**config.mk**
```make
export PLATFORM = sky130hd
export DESIGN_NAME = time_update_datapath
export DESIGN_NICKNAME = d
export VERILOG_FILES = /design/src/rtl/time_update_datapath.sv
export SDC_FILE = /design/constraint.sdc
export NUM_CORES = 1
export LEC_CHECK = 0
export CAP_MARGIN = 30
export CORE_ASPECT_RATIO = 1.1
export CORE_MARGIN = 3
export CORE_UTILIZATION = 36
export CTS_BUF_LIST = sky130_fd_sc_hd__clkbuf_8 sky130_fd_sc_hd__clkbuf_16
export DETAILED_ROUTE_END_ITERATION = 16
export GPL_TIMING_DRIVEN = 1
export HOLD_SLACK_MARGIN = 0.15
export SLEW_MARGIN = 10
export SYNTH_ARGS = -nofsm -noshare
export SYNTH_HDL_FRONTEND = slang
export SYNTH_SLANG_ARGS = --single-unit
```
**constraint.sdc**
```tcl
create_clock -name clk -period 2.96 [get_ports clk]
set_input_delay 0.296 -clock clk [delete_from_list [all_inputs] [get_ports clk]]
set_output_delay 0.296 -clock clk [all_outputs]
set_load 0.05 [all_outputs]
```
**src/rtl/time_update_datapath.sv**
```systemverilog
// ---------------------------------------------------------------------------
// time_update_datapath
//
// Register datapath behind the time-update PLA controller. Holds the current
// time as BCD seconds/minutes/hours. It executes the controller strobes to
// step one field at a time through a +1 second increment with ripple carry,
// and returns the carry-continue status bit u.
//
// Ports:
//   clk, rst_n          clock, asynchronous active-low reset
//   tick                one-cycle 1 Hz pulse, latched into start
//   kc                  clear field index K, start, u and W
//   la / lb             load A with field[K] / B with limit[K]
//   ea                  A <= R
//   lr, s[1:0]          R <= {BCD(A+1), 00, A, A}[s]; update W and u
//   er                  field[K] <= R, K <= K+1 (ignored when K == 3)
//   set_en, set_hour,   direct time-set, sec forced to 00; overrides all
//   set_min             controller strobes in that cycle
//   sec, min, hour      current BCD time
//   start               tick pending, request to the controller
//   u                   carry-continue status (valid the cycle after lr)
//   day_tick            one-cycle pulse after the hours field wraps
//   overrun             sticky, tick arrived while start was still set
// ---------------------------------------------------------------------------
module time_update_datapath #(
    parameter logic [7:0] HOUR_MAX   = 8'h23,
    parameter logic [7:0] MINSEC_MAX = 8'h59
) (
    input  logic       clk,
    input  logic       rst_n,
    input  logic       tick,
    input  logic       kc,
    input  logic       la,
    input  logic       lb,
    input  logic       ea,
    input  logic       lr,
    input  logic       er,
    input  logic [1:0] s,
    input  logic       set_en,
    input  logic [7:0] set_hour,
    input  logic [7:0] set_min,
    output logic [7:0] sec,
    output logic [7:0] min,
    output logic [7:0] hour,
    output logic       start,
    output logic       u,
    output logic       day_tick,
    output logic       overrun
);

    // Field registers: 0 = sec, 1 = min, 2 = hour
    logic [7:0] field_reg [3];
    logic [7:0] set_val   [3];

    logic [1:0] k_reg;
    logic [7:0] a_reg;
    logic [7:0] b_reg;
    logic [7:0] r_reg;
    logic       w_reg;
    logic       start_reg;
    logic       u_reg;
    logic       overrun_reg;
    logic       day_tick_reg;

    logic [7:0] field_sel;
    logic [7:0] limit_sel;
    logic [7:0] r_src;
    logic       k_valid;
    logic       a_eq_b;

    // BCD increment of one byte. A nibble outside 0-9 yields 0; the carry
    // out of the high nibble is dropped (99 -> 00).
    function automatic logic [7:0] bcd_inc(input logic [7:0] v);
        logic [3:0] lo;
        logic [3:0] hi;
        logic       carry;
        begin
            carry = 1'b0;
            if (v[3:0] == 4'd9) begin
                lo    = 4'd0;
                carry = 1'b1;
            end else if (v[3:0] > 4'd9) begin
                lo = 4'd0;
            end else begin
                lo = v[3:0] + 4'd1;
            end
            if (v[7:4] > 4'd9) begin
                hi = 4'd0;
            end else if (carry) begin
                hi = (v[7:4] == 4'd9) ? 4'd0 : v[7:4] + 4'd1;
            end else begin
                hi = v[7:4];
            end
            bcd_inc = {hi, lo};
        end
    endfunction

    assign set_val[0] = 8'h00;
    assign set_val[1] = set_min;
    assign set_val[2] = set_hour;

    assign k_valid = (k_reg != 2'd3);
    assign a_eq_b  = (a_reg == b_reg);

    // K = 3 is past the hours field: A reads as 00 and B as FF so a
    // stray compare can never report a wrap.
    always_comb begin
        field_sel = 8'h00;
        limit_sel = 8'hFF;
        case (k_reg)
            2'd0: begin field_sel = field_reg[0]; limit_sel = MINSEC_MAX; end
            2'd1: begin field_sel = field_reg[1]; limit_sel = MINSEC_MAX; end
            2'd2: begin field_sel = field_reg[2]; limit_sel = HOUR_MAX;   end
            default: begin field_sel = 8'h00; limit_sel = 8'hFF; end
        endcase
    end

    always_comb begin
        r_src = a_reg;
        case (s)
            2'd0:    r_src = bcd_inc(a_reg);
            2'd1:    r_src = 8'h00;
            default: r_src = a_reg;
        endcase
    end

    // One register per time field; each is written by er only when K
    // addresses it, and by the time-set with its own preset value.
    generate
        for (genvar gi = 0; gi < 3; gi++) begin : g_field
            always_ff @(posedge clk or negedge rst_n) begin
                if (!rst_n) begin
                    field_reg[gi] <= 8'h00;
                end else if (set_en) begin
                    field_reg[gi] <= set_val[gi];
                end else if (er && (k_reg == 2'(gi))) begin
                    field_reg[gi] <= r_reg;
                end
            end
        end
    endgenerate

    always_ff @(posedge clk or negedge rst_n) begin
        if (!rst_n) begin
            k_reg        <= 2'd0;
            a_reg        <= 8'h00;
            b_reg        <= 8'h00;
            r_reg        <= 8'h00;
            w_reg        <= 1'b0;
            start_reg    <= 1'b0;
            u_reg        <= 1'b0;
            overrun_reg  <= 1'b0;
            day_tick_reg <= 1'b0;
        end else begin
            day_tick_reg <= 1'b0;
            if (tick && start_reg) begin
                overrun_reg <= 1'b1;
            end
            if (set_en) begin
                k_reg     <= 2'd0;
                start_reg <= 1'b0;
                u_reg     <= 1'b0;
                w_reg     <= 1'b0;
            end else begin
                // All right-hand sides are pre-edge values, so ea with lr
                // takes the old R and er with lr writes the old R.
                if (ea) begin
                    a_reg <= r_reg;
                end
                if (la) begin
                    a_reg <= field_sel;
                end
                if (lb) begin
                    b_reg <= limit_sel;
                end
                if (lr) begin
                    r_reg <= r_src;
                    w_reg <= a_eq_b;
                    u_reg <= a_eq_b && (k_reg < 2'd2);
                end
                if (er && k_valid) begin
                    k_reg        <= k_reg + 2'd1;
                    day_tick_reg <= (k_reg == 2'd2) && w_reg;
                end
                if (kc) begin
                    k_reg     <= 2'd0;
                    start_reg <= 1'b0;
                    u_reg     <= 1'b0;
                    w_reg     <= 1'b0;
                end
                // A tick coinciding with kc must not be lost.
                if (tick) begin
                    start_reg <= 1'b1;
                end
            end
        end
    end

    assign sec      = field_reg[0];
    assign min      = field_reg[1];
    assign hour     = field_reg[2];
    assign start    = start_reg;
    assign u        = u_reg;
    assign day_tick = day_tick_reg;
    assign overrun  = overrun_reg;

endmodule

```
==> results of run 1 <==
## power breakdown
part	leakage, nW	switching (mW)	internal (mW)
Sequential	0.637	0.112	0.769
Combinational	0.829	0.269	0.190
Clock	0.0557	0.214	0.210
## through the flow
| step | power (mW) | instances | area (um^2) | utilization [%] | hold slack (ps) |
|---|---|---|---|---|---|
| 2_1_floorplan | 1.19 | 281 | 2710 | - | 0.409 |
| 3_3_place_gp | 1.35 | 404 | 3250 | 45.4 | 320 |
| 3_5_place_dp | 1.36 | 404 | 3250 | 45.4 | 322 |
| 4_1_cts | 1.78 | 413 | 3360 | 46.9 | 471 |
| 5_1_grt | 1.87 | 413 | 3360 | 46.9 | 486 |
| 6_report | 1.76 | 413 | 3360 | 46.9 | 469 |
## critical path, stage by stage, from the launching register on
cell and delay, ps:
dfrtp_1 410, inv_1 120, ha_1 460, nand2_1 430
mux2i_1 260, o21ai_0 90
## how the worst min path moves through the flow
stage / endpoint / slack (ps) / depth (start not counted)
after floorplan: a_reg[0] / 0.4 / 0
after global routing: overrun / 490 / 1
after global placement: b_reg[2] / 320 / 1
after CTS: overrun / 470 / 1
final: overrun / 470 / 1
after detailed placement: b_reg[0] / 320 / 1
## final cells by class
type / count / area share (%)
inverters: 5 / 0.558
well taps: 85 / 3.16
repair buffers: 59 / 17.0
multi-input cells: 205 / 38.3
clock buffers: 7 / 2.87
flip-flops and latches: 51 / 38.0
clock inverters: 1 / 0.112
## cell families (layout without fill, tap and decap cells)
group           count (synthesis)  in the layout  synth area share, %
simple gates                  101            101                 17.8
compound gates                 69             69                 16.2
flops                          51             51                 47.0
mux                            26             26                 9.64
buf+inv                        25             72                 5.49
fa+ha+maj                       7              7                 3.23
xor+xnor                        2              2                0.646
## per-layer routing
layer,global-route usage [%],vias up,part of all wire (%),wire length [um]
met2,25.9,72,49,3400
met4,3.14,0,0.45,31
met1,24.3,1120,44,3020
met5,0,-,0,0
li1,-,1091,-,-
met3,2.81,4,6.1,421
## cell usage in the layout, fill, tap and decap left out, types with 2 or more instances in the layout
master	n
nor3_1	7
nand3b_1	2
o21ai_0	33
nor2b_1	2
ha_1	7
mux2i_1	25
nor2_1	21
dfrtp_1	51
clkdlybuf4s50_1	53
a21oi_1	13
clkbuf_8	7
buf_2	2
nand2b_1	5
nand4_1	2
xnor2_1	2
nand3_1	11
inv_1	6
a222oi_1	8
a31oi_1	4
nand2_1	41
buf_4	3
## timing repair
item / in CTS / in global routing
hold buffers: 1 / 0
endpoints found under the hold margin: 23 / 0
endpoints found under the setup margin: 0 / 0
==> impl_metrics.env, run 1 <==
export IMPL_max_cap_violations=0
export IMPL_floorplan_initialDensity_pct=37.8
export IMPL_antenna_cells=0
export IMPL_wire_per_inst_um=16.7
export IMPL_grtUsageTotal_pct=16.6
export IMPL_clk_latency_ps=290
export IMPL_power_density_cell_area_mw_per_mm2=525
export IMPL_worstPathArrival_ps=2060
export IMPL_postCtsSetupRepairBufs=0
export IMPL_via_count_of_the_first_global_routing_pass=2233
export IMPL_hold_path_startpoint="overrun"
export IMPL_syn_area_mm2=0.00271
export IMPL_detailroute_via_count=2287
export IMPL_die_ar_mm2=0.00861
export IMPL_worst_pin_slew_ps=847
export IMPL_synth_net_count=316
export IMPL_critPathLaunch="k_reg[0]"
export IMPL_detail_route_vias_per_cell=5.54
export IMPL_ys_ff_latch=51
export IMPL_area_of_the_multi_input_gates_mm2=0.00129
export IMPL_fp_coreArea_mm2=0.00717
export IMPL_timing_worst_setup_path_type="register to register"
export IMPL_synth_lib_cells_used_distinct=44
export IMPL_tritoncts_num_buffers=5
export IMPL_worstSetupEndpoint="hour[7]"
export IMPL_netlist_top_cells_count="dfrtp_1 (51), nand2_1 (41), o21ai_0 (33), mux2i_1 (25), nor2_1 (21)"
export IMPL_final_min_clock_period_ps=1920
export IMPL_finalNetCount=362
export IMPL_place_ws_ps=918
export IMPL_reg2reg_setup_slack_ps=1040
export IMPL_critPathCaptureType="register"
export IMPL_timing_rr_end="hour[7]"
export IMPL_synth_edf_count=0
export IMPL_max_slew_margin_rel_pct=43.4
export IMPL_drt_pre_antenna_iters=5
export IMPL_cp_max_fo=12
export IMPL_synth_flop_cell="dfrtp_1"
export IMPL_finalSetupViolations=0
export IMPL_worst_slack_ps=1040
export IMPL_ios=56
export IMPL_port_buffer_count=55
export IMPL_rows=32
export IMPL_rr_worst_depth=5
export IMPL_layout_area_overhead_vs_synth_pct=23.9
export IMPL_grt_max_degree=52
export IMPL_initialDrtViolationCount=179
export IMPL_synth_seq_area_share_pct=47.0
export IMPL_ys_warn_count=0
export IMPL_grt_antenna_before_repair=0
export IMPL_grt_first_pass_wirelength_mm=11.3
export IMPL_period_share_pct=64.7
export IMPL_synth_cells=281
export IMPL_tritoncts_num_sinks=51
export IMPL_synthDominantAreaCellType="dfrtp_1"
export IMPL_netlist_area_leader_share_pct=47.0
export IMPL_layout_drive_gt1_share_pct=6.40
export IMPL_hold_path_class="register to register"
export IMPL_detailedPlacementHpwl_mm=4.96
export IMPL_globalplace_congestion=0.806
export IMPL_worst_ir_drop_vdd_mv=0.211
export IMPL_synth_top_cells_by_area="dfrtp_1 (47%), mux2i_1 (9.2%), o21ai_0 (6.1%)"
export IMPL_final_hold_fails=0
export IMPL_max_freq_mhz=522
export IMPL_totalNegativeSetupSlack_ps=0
export IMPL_run_status="finished, final reports clean"
export IMPL_totalWireLength_mm=6.88
export IMPL_layout_filler_cells=709
export IMPL_fin_worst_skew_ps=4.63
export IMPL_cts_root_buffer="clkbuf_8"
export IMPL_synthMostInstantiatedCell="dfrtp_1"
export IMPL_worstReg2RegStart="k_reg[0]"
export IMPL_required_ps=3100
export IMPL_cts_htree_levels=2
export IMPL_die_w_um=88.8
export IMPL_grt_overflow_total=0
export IMPL_dieHeight_um=97.0
export IMPL_cts_tree="built"
export IMPL_route_antenna_remaining_nets=0
export IMPL_critPathLaunchType="register"
export IMPL_number_of_buffers_between_clock_root_and_the_deepest_sink=2
export IMPL_register_area_mm2=0.00128
export IMPL_count_of_unresolved_drc_violations_after_routing=0
export IMPL_grt_setup_unrepaired="false"
export IMPL_cts_reportedPaths_clkPinSlew_ps=80
export IMPL_cts_resized=0
export IMPL_synth_avg_cell_area_um2=9.65
export IMPL_synth_async_reset_ratio_pct=100
export IMPL_finalMaxSlewViolations=0
export IMPL_leak_nw=1.52
Power figures use the tool's default switching activity.
==> run 2: changes to the inputs <==
==> constraint.sdc (replaced) <==
create_clock -name clk -period 1.9 [get_ports clk]
set_input_delay 0.19 -clock clk [delete_from_list [all_inputs] [get_ports clk]]
set_output_delay 0.19 -clock clk [all_outputs]
set_load 0.05 [all_outputs]
==> run 2 against run 1 <==
  * Worst setup slack worse by 960 ps
  * Final cell count up 4.6%
  * Wire length up 1.9%
  * Critical endpoint is now a_reg[7]
  * Sequential cell count unchanged
  * Count of clock-buffer cells in the layout down 2
  * Die area stayed put
  * Largest cell class unchanged
  * Core utilization up 1.9 points
  * Combinational power grew 74%
  * Critical path type unchanged
  * Hold slack lost 260 ps
  * Register-to-register slack worse by 960 ps
==> impl_metrics.env, run 2 (synthesis results as in run 1) <==
export IMPL_tritoncts_num_buffers=5
export IMPL_fp_coreArea_mm2=0.00717
export IMPL_detailroute_via_count=2354
export IMPL_die_ar_mm2=0.00861
export IMPL_detail_route_vias_per_cell=5.45
export IMPL_p_comb_share_pct=28.7
export IMPL_grt_antenna_before_repair=0
export IMPL_crit_path_top_delay_cell="dfrtp_1"
export IMPL_total_power_mw=2.78
export IMPL_rr_worst_depth=7
export IMPL_layout_area_overhead_vs_synth_pct=28.9
export IMPL_required_ps=2100
export IMPL_power_density_cell_area_mw_per_mm2=795
export IMPL_drt_pre_antenna_iters=6
export IMPL_cts_tree="built"
export IMPL_pint_mw=1.80
export IMPL_die_w_um=88.8
export IMPL_ios=56
export IMPL_final_hold_fails=0
export IMPL_finalNetCount=381
export IMPL_critPathCaptureType="register"
export IMPL_route_antenna_remaining_nets=0
export IMPL_postCtsSetupRepairBufs=0
export IMPL_timing_worst_setup_path_type="register to register"
export IMPL_grt_max_degree=52
export IMPL_max_cap_violations=0
export IMPL_cts_htree_levels=2
export IMPL_rows=32
export IMPL_max_freq_mhz=550
export IMPL_totalNegativeSetupSlack_ps=0
export IMPL_cts_root_buffer="clkbuf_8"
export IMPL_grt_setup_unrepaired="false"
export IMPL_sw_frac_of_total_pct=35.3
export IMPL_count_of_unresolved_drc_violations_after_routing=0
export IMPL_number_of_buffers_between_clock_root_and_the_deepest_sink=2
export IMPL_postLayoutCellArea_mm2=0.00350
export IMPL_hold_path_class="primary input to register"
export IMPL_antenna_cells=0
export IMPL_placed_area_mm2=0.00339
export IMPL_crit_path_cell_trace="inv_1 > ha_1 > buf_4 > a222oi_1 > nor2_1 > mux2i_1 > o21ai_0"
export IMPL_mostFrequentLayoutCell="clkdlybuf4s50_1"
export IMPL_finalSetupViolations=0
export IMPL_totalWireLength_mm=7.01
export IMPL_cp_max_fo=9
export IMPL_grtUsageTotal_pct=16.8
export IMPL_cpPeakStageDelay_ps=390
export IMPL_globalplace_congestion=0.863
export IMPL_power_frac_clock_pct=23.1
export IMPL_wire_per_inst_um=16.2
export IMPL_detailedPlacementHpwl_mm=5.05
export IMPL_grt_overflow_total=0
export IMPL_max_slew_margin_rel_pct=56.7
export IMPL_tritoncts_num_sinks=51
export IMPL_worst_ir_drop_vdd_mv=0.339
export IMPL_grt_first_pass_wirelength_mm=11.3
export IMPL_mostFrequentLayoutCells="clkdlybuf4s50_1 (53), dfrtp_1 (50), nand2_1 (41)"
export IMPL_run_status="finished, final reports clean"
export IMPL_fin_worst_skew_ps=8.53
export IMPL_worst_pin_slew_ps=650
export IMPL_initialDrtViolationCount=139
export IMPL_cts_reportedPaths_clkPinSlew_ps=90
export IMPL_dp_cells=422
export IMPL_hold_critical_path_depth=2
export IMPL_finalMaxSlewViolations=0
export IMPL_port_buffer_count=55
export IMPL_via_count_of_the_first_global_routing_pass=2307
export IMPL_seqPwrFrac_pct=48.2
export IMPL_period_share_pct=95.7
export IMPL_layoutNonFillerInstCount=432
export IMPL_clk_latency_ps=310
export IMPL_worstPathArrival_ps=2010
export IMPL_power_switching_mw=0.982
export IMPL_layout_drive_gt1_share_pct=12.4
export IMPL_floorplan_initialDensity_pct=37.8
export IMPL_final_min_clock_period_ps=1820
export IMPL_critPathLaunchType="register"
export IMPL_leak_nw=1.60
export IMPL_dieHeight_um=97.0
[run 2: critical path, delay by kind of cell (launching register included)]
family / cells / cell delay, ps
compound gates: 2 / 440
buf+inv: 2 / 310
mux: 1 / 140
fa+ha+maj: 1 / 340
simple gates: 1 / 70
flops: 1 / 390
[run 2: power by group through the flow]
stage | Sequential [mW] | Clock (mW) | Combinational [mW]
after global placement | 1.36 | 0 | 0.788
after CTS | 1.34 | 0.659 | 0.800
after global routing | 1.36 | 0.703 | 0.872
final | 1.34 | 0.642 | 0.798
after detailed placement | 1.36 | 0 | 0.794
after floorplan | 1.49 | 0 | 0.369
[run 2: cell type report]
type                    instances  area, um^2
well taps                      85         106
multi-input cells             205        1290
fillers                       685        3670
inverters                       5        18.8
clock buffers                   5        68.8
flip-flops and latches         51        1280
clock inverters                 3        18.8
repair buffers                 78         716
[run 2: stage by stage]
| step | utilization (%) | setup WS [ps] | hold WS (ps) |
|---|---|---|---|
| final | 48.8 | 82.6 | 209 |
| after global placement | 47.3 | 86.8 | 358 |
| after CTS | 48.6 | 15.9 | 204 |
| after floorplan | - | 248 | -106 |
| after detailed placement | 47.3 | 53.3 | 353 |
| after global routing | 48.8 | 3.59 | 220 |
[run 2: repair_timing]
action,CTS,global route
resized for setup,0,2
hold buffers,1,0
endpoints found under the hold margin,51,0
endpoints found under the setup margin,0,3
[run 2: worst paths after layout]
| path | from | endpoint | slack, ps |
|---|---|---|---|
| setup / recovery | k_reg[0] | a_reg[7] | 80 |
| hold / removal | set_en | w_reg | 210 |
| setup reg to reg | k_reg[0] | a_reg[7] | 80 |
| hold reg to reg | overrun | overrun | 470 |
| max in group asynchronous | rst_n | a_reg[0] | 920 |
| min in group asynchronous | rst_n | b_reg[0] | 520 |
[run 2: layer usage]
layer,up-vias,GRT usage (%),share of wire (%)
met1,1116,23.3,45
met3,9,3.32,6.8
met5,-,0,0
li1,1134,-,-
met2,95,26.3,47
met4,0,4.53,1.2
==> run 3: changes to the inputs <==
--- a/config.mk
+++ b/config.mk
@@ -8,7 +8,7 @@
 export CAP_MARGIN = 30
 export CORE_ASPECT_RATIO = 1.1
 export CORE_MARGIN = 3
-export CORE_UTILIZATION = 36
+export CORE_UTILIZATION = 34
 export CTS_BUF_LIST = sky130_fd_sc_hd__clkbuf_8 sky130_fd_sc_hd__clkbuf_16
 export DETAILED_ROUTE_END_ITERATION = 16
 export GPL_TIMING_DRIVEN = 1
==> run 3 against run 2 <==
  * Clock power increased by 18%
  * Count of clock-buffer cells in the layout unchanged
  * Worst setup slack improved by 42 ps
  * Critical endpoint is now u
  * Via count decreased by 0.47%
  * Sequential power about the same
  * Final cell count increased by 3.5%
  * Hold slack improved by 73 ps
  * Sequential cell count unchanged
  * Design area increased by 0.72%
  * Wire length increased by 3.5%
  * Fmax increased by 2.4%
  * Non-clock buffer count decreased by 4
==> impl_metrics.env, run 3 (synthesis results as in run 1) <==
export IMPL_run_status="finished, final reports clean"
export IMPL_layout_area_overhead_vs_synth_pct=29.8
export IMPL_fin_worst_skew_ps=12.7
export IMPL_grt_setup_unrepaired="false"
export IMPL_grt_most_used_layer="met2"
export IMPL_antenna_cells=0
export IMPL_die_ar_mm2=0.00909
export IMPL_tritoncts_num_sinks=51
export IMPL_cts_reportedPaths_clkPinSlew_ps=100
export IMPL_totalWireLength_mm=7.26
export IMPL_met1_capacity_usage_during_global_routing_pct=21.4
export IMPL_worstPathArrival_ps=1980
export IMPL_cpPeakStageDelay_ps=560
export IMPL_cts_tree="built"
export IMPL_mostFrequentLayoutCell="clkdlybuf4s50_1"
export IMPL_die_w_um=91.2
export IMPL_timing_worst_setup_path_type="register to register"
export IMPL_grt_overflow_total=0
export IMPL_grt_max_degree=52
export IMPL_detailroute_via_count=2343
export IMPL_globalplace_congestion=0.826
export IMPL_clk_latency_ps=310
export IMPL_hold_ws_ps=282
export IMPL_hold_path_class="primary input to register"
export IMPL_finalNetCount=377
export IMPL_drt_pre_antenna_iters=4
export IMPL_critPathLaunchType="register"
export IMPL_period_share_pct=93.5
export IMPL_port_buffer_count=55
export IMPL_totalNegativeSetupSlack_ps=0
export IMPL_count_of_unresolved_drc_violations_after_routing=0
export IMPL_grtUsageMet2_pct=26.9
export IMPL_required_ps=2100
export IMPL_leak_nw=1.59
export IMPL_finalMaxSlewViolations=0
export IMPL_tritoncts_num_buffers=5
export IMPL_path_buf_inv=0
export IMPL_layout_drive_gt1_share_pct=10.8
export IMPL_critPathCaptureType="register"
export IMPL_crit_path_cell_trace="or4_4 > a22oi_2 > nand4_2 > o41ai_2"
export IMPL_initialDrtViolationCount=269
export IMPL_gr_usage_met3_pct=3.63
export IMPL_grtUsageTotal_pct=16.4
export IMPL_crit_path_top_delay_cell="or4_4"
export IMPL_max_slew_margin_rel_pct=55.5
export IMPL_max_freq_mhz=563
export IMPL_route_antenna_remaining_nets=0
export IMPL_critical_path_top_delay_family="simple AND/OR/NAND/NOR gates"
export IMPL_via_count_of_the_first_global_routing_pass=2316
export IMPL_cts_htree_levels=2
export IMPL_rows=33
export IMPL_detailedPlacementHpwl_mm=5.26
export IMPL_floorplan_initialDensity_pct=35.7
export IMPL_postLayoutCellArea_mm2=0.00352
export IMPL_grt_antenna_before_repair=0
export IMPL_cts_root_buffer="clkbuf_8"
export IMPL_fp_coreArea_mm2=0.00760
export IMPL_power_density_cell_area_mw_per_mm2=821
export IMPL_worst_ir_drop_vdd_mv=0.333
export IMPL_detail_route_vias_per_cell=5.24
export IMPL_final_hold_fails=0
export IMPL_dieHeight_um=99.7
export IMPL_wire_per_inst_um=16.2
export IMPL_grt_first_pass_wirelength_mm=11.8
export IMPL_worst_pin_slew_ps=667
export IMPL_layout_filler_cells=768
export IMPL_max_cap_violations=0
export IMPL_mostFrequentLayoutCells="clkdlybuf4s50_1 (53), dfrtp_1 (51), nand2_1 (41)"
export IMPL_ios=56
export IMPL_cp_max_fo=8
export IMPL_number_of_buffers_between_clock_root_and_the_deepest_sink=2
export IMPL_final_min_clock_period_ps=1780
export IMPL_placed_area_mm2=0.00340
export IMPL_finalSetupViolations=0
export IMPL_total_power_mw=2.89
export IMPL_register_area_mm2=0.00128
export IMPL_area_of_the_multi_input_gates_mm2=0.00129
run 3: area by class of cell:
cell class,count,share of cell area [%]
Sequential cell,51,36.2
Multi-Input combinational cell,205,36.7
Inverter,5,0.533
Tap cell,105,3.73
Clock inverter,2,1.07
Timing Repair Buffer,74,19.8
Clock buffer,5,1.95
run 3: power breakdown:
group / switching, mW / internal [mW]
combinational: 0.455 / 0.332
sequential: 0.148 / 1.20
clock: 0.372 / 0.386
total: 0.975 / 1.92
run 3: final timing paths:
check                              start  endpoint  slack (ps)  cells past startpoint
worst max-delay path            a_reg[6]         u         120                      4
worst min-delay path              set_en    sec[2]         280                      2
worst max register to register  a_reg[6]         u         120                      4
worst min register to register   overrun   overrun         470                      1
max in group asynchronous          rst_n    sec[0]         920                      3
min in group asynchronous          rst_n  b_reg[0]         520                      3
run 3: through the flow:
| step | cells | util (%) | setup slack [ps] |
|---|---|---|---|
| after detailed placement | 439 | 44.8 | 132 |
| after global placement | 439 | 44.8 | 167 |
| final | 447 | 46.4 | 124 |
| after global routing | 447 | 46.4 | 4.49 |
| after CTS | 447 | 46.3 | 105 |
| after floorplan | 281 | - | 248 |
run 3: per-layer routing:
| metal | up-vias | share of wire (%) |
|---|---|---|
| met4 | 0 | 2.2 |
| met1 | 1144 | 43 |
| li1 | 1119 | - |
| met5 | - | 0 |
| met3 | 9 | 6.0 |
| met2 | 71 | 49 |
run 3: repair_timing:
item                       in CTS  in global routing
hold endpoints to repair       51                  0
hold buffers                    1                  0
resized for setup               0                  1
buffers inserted                0                  0
setup endpoints to repair       0                  1
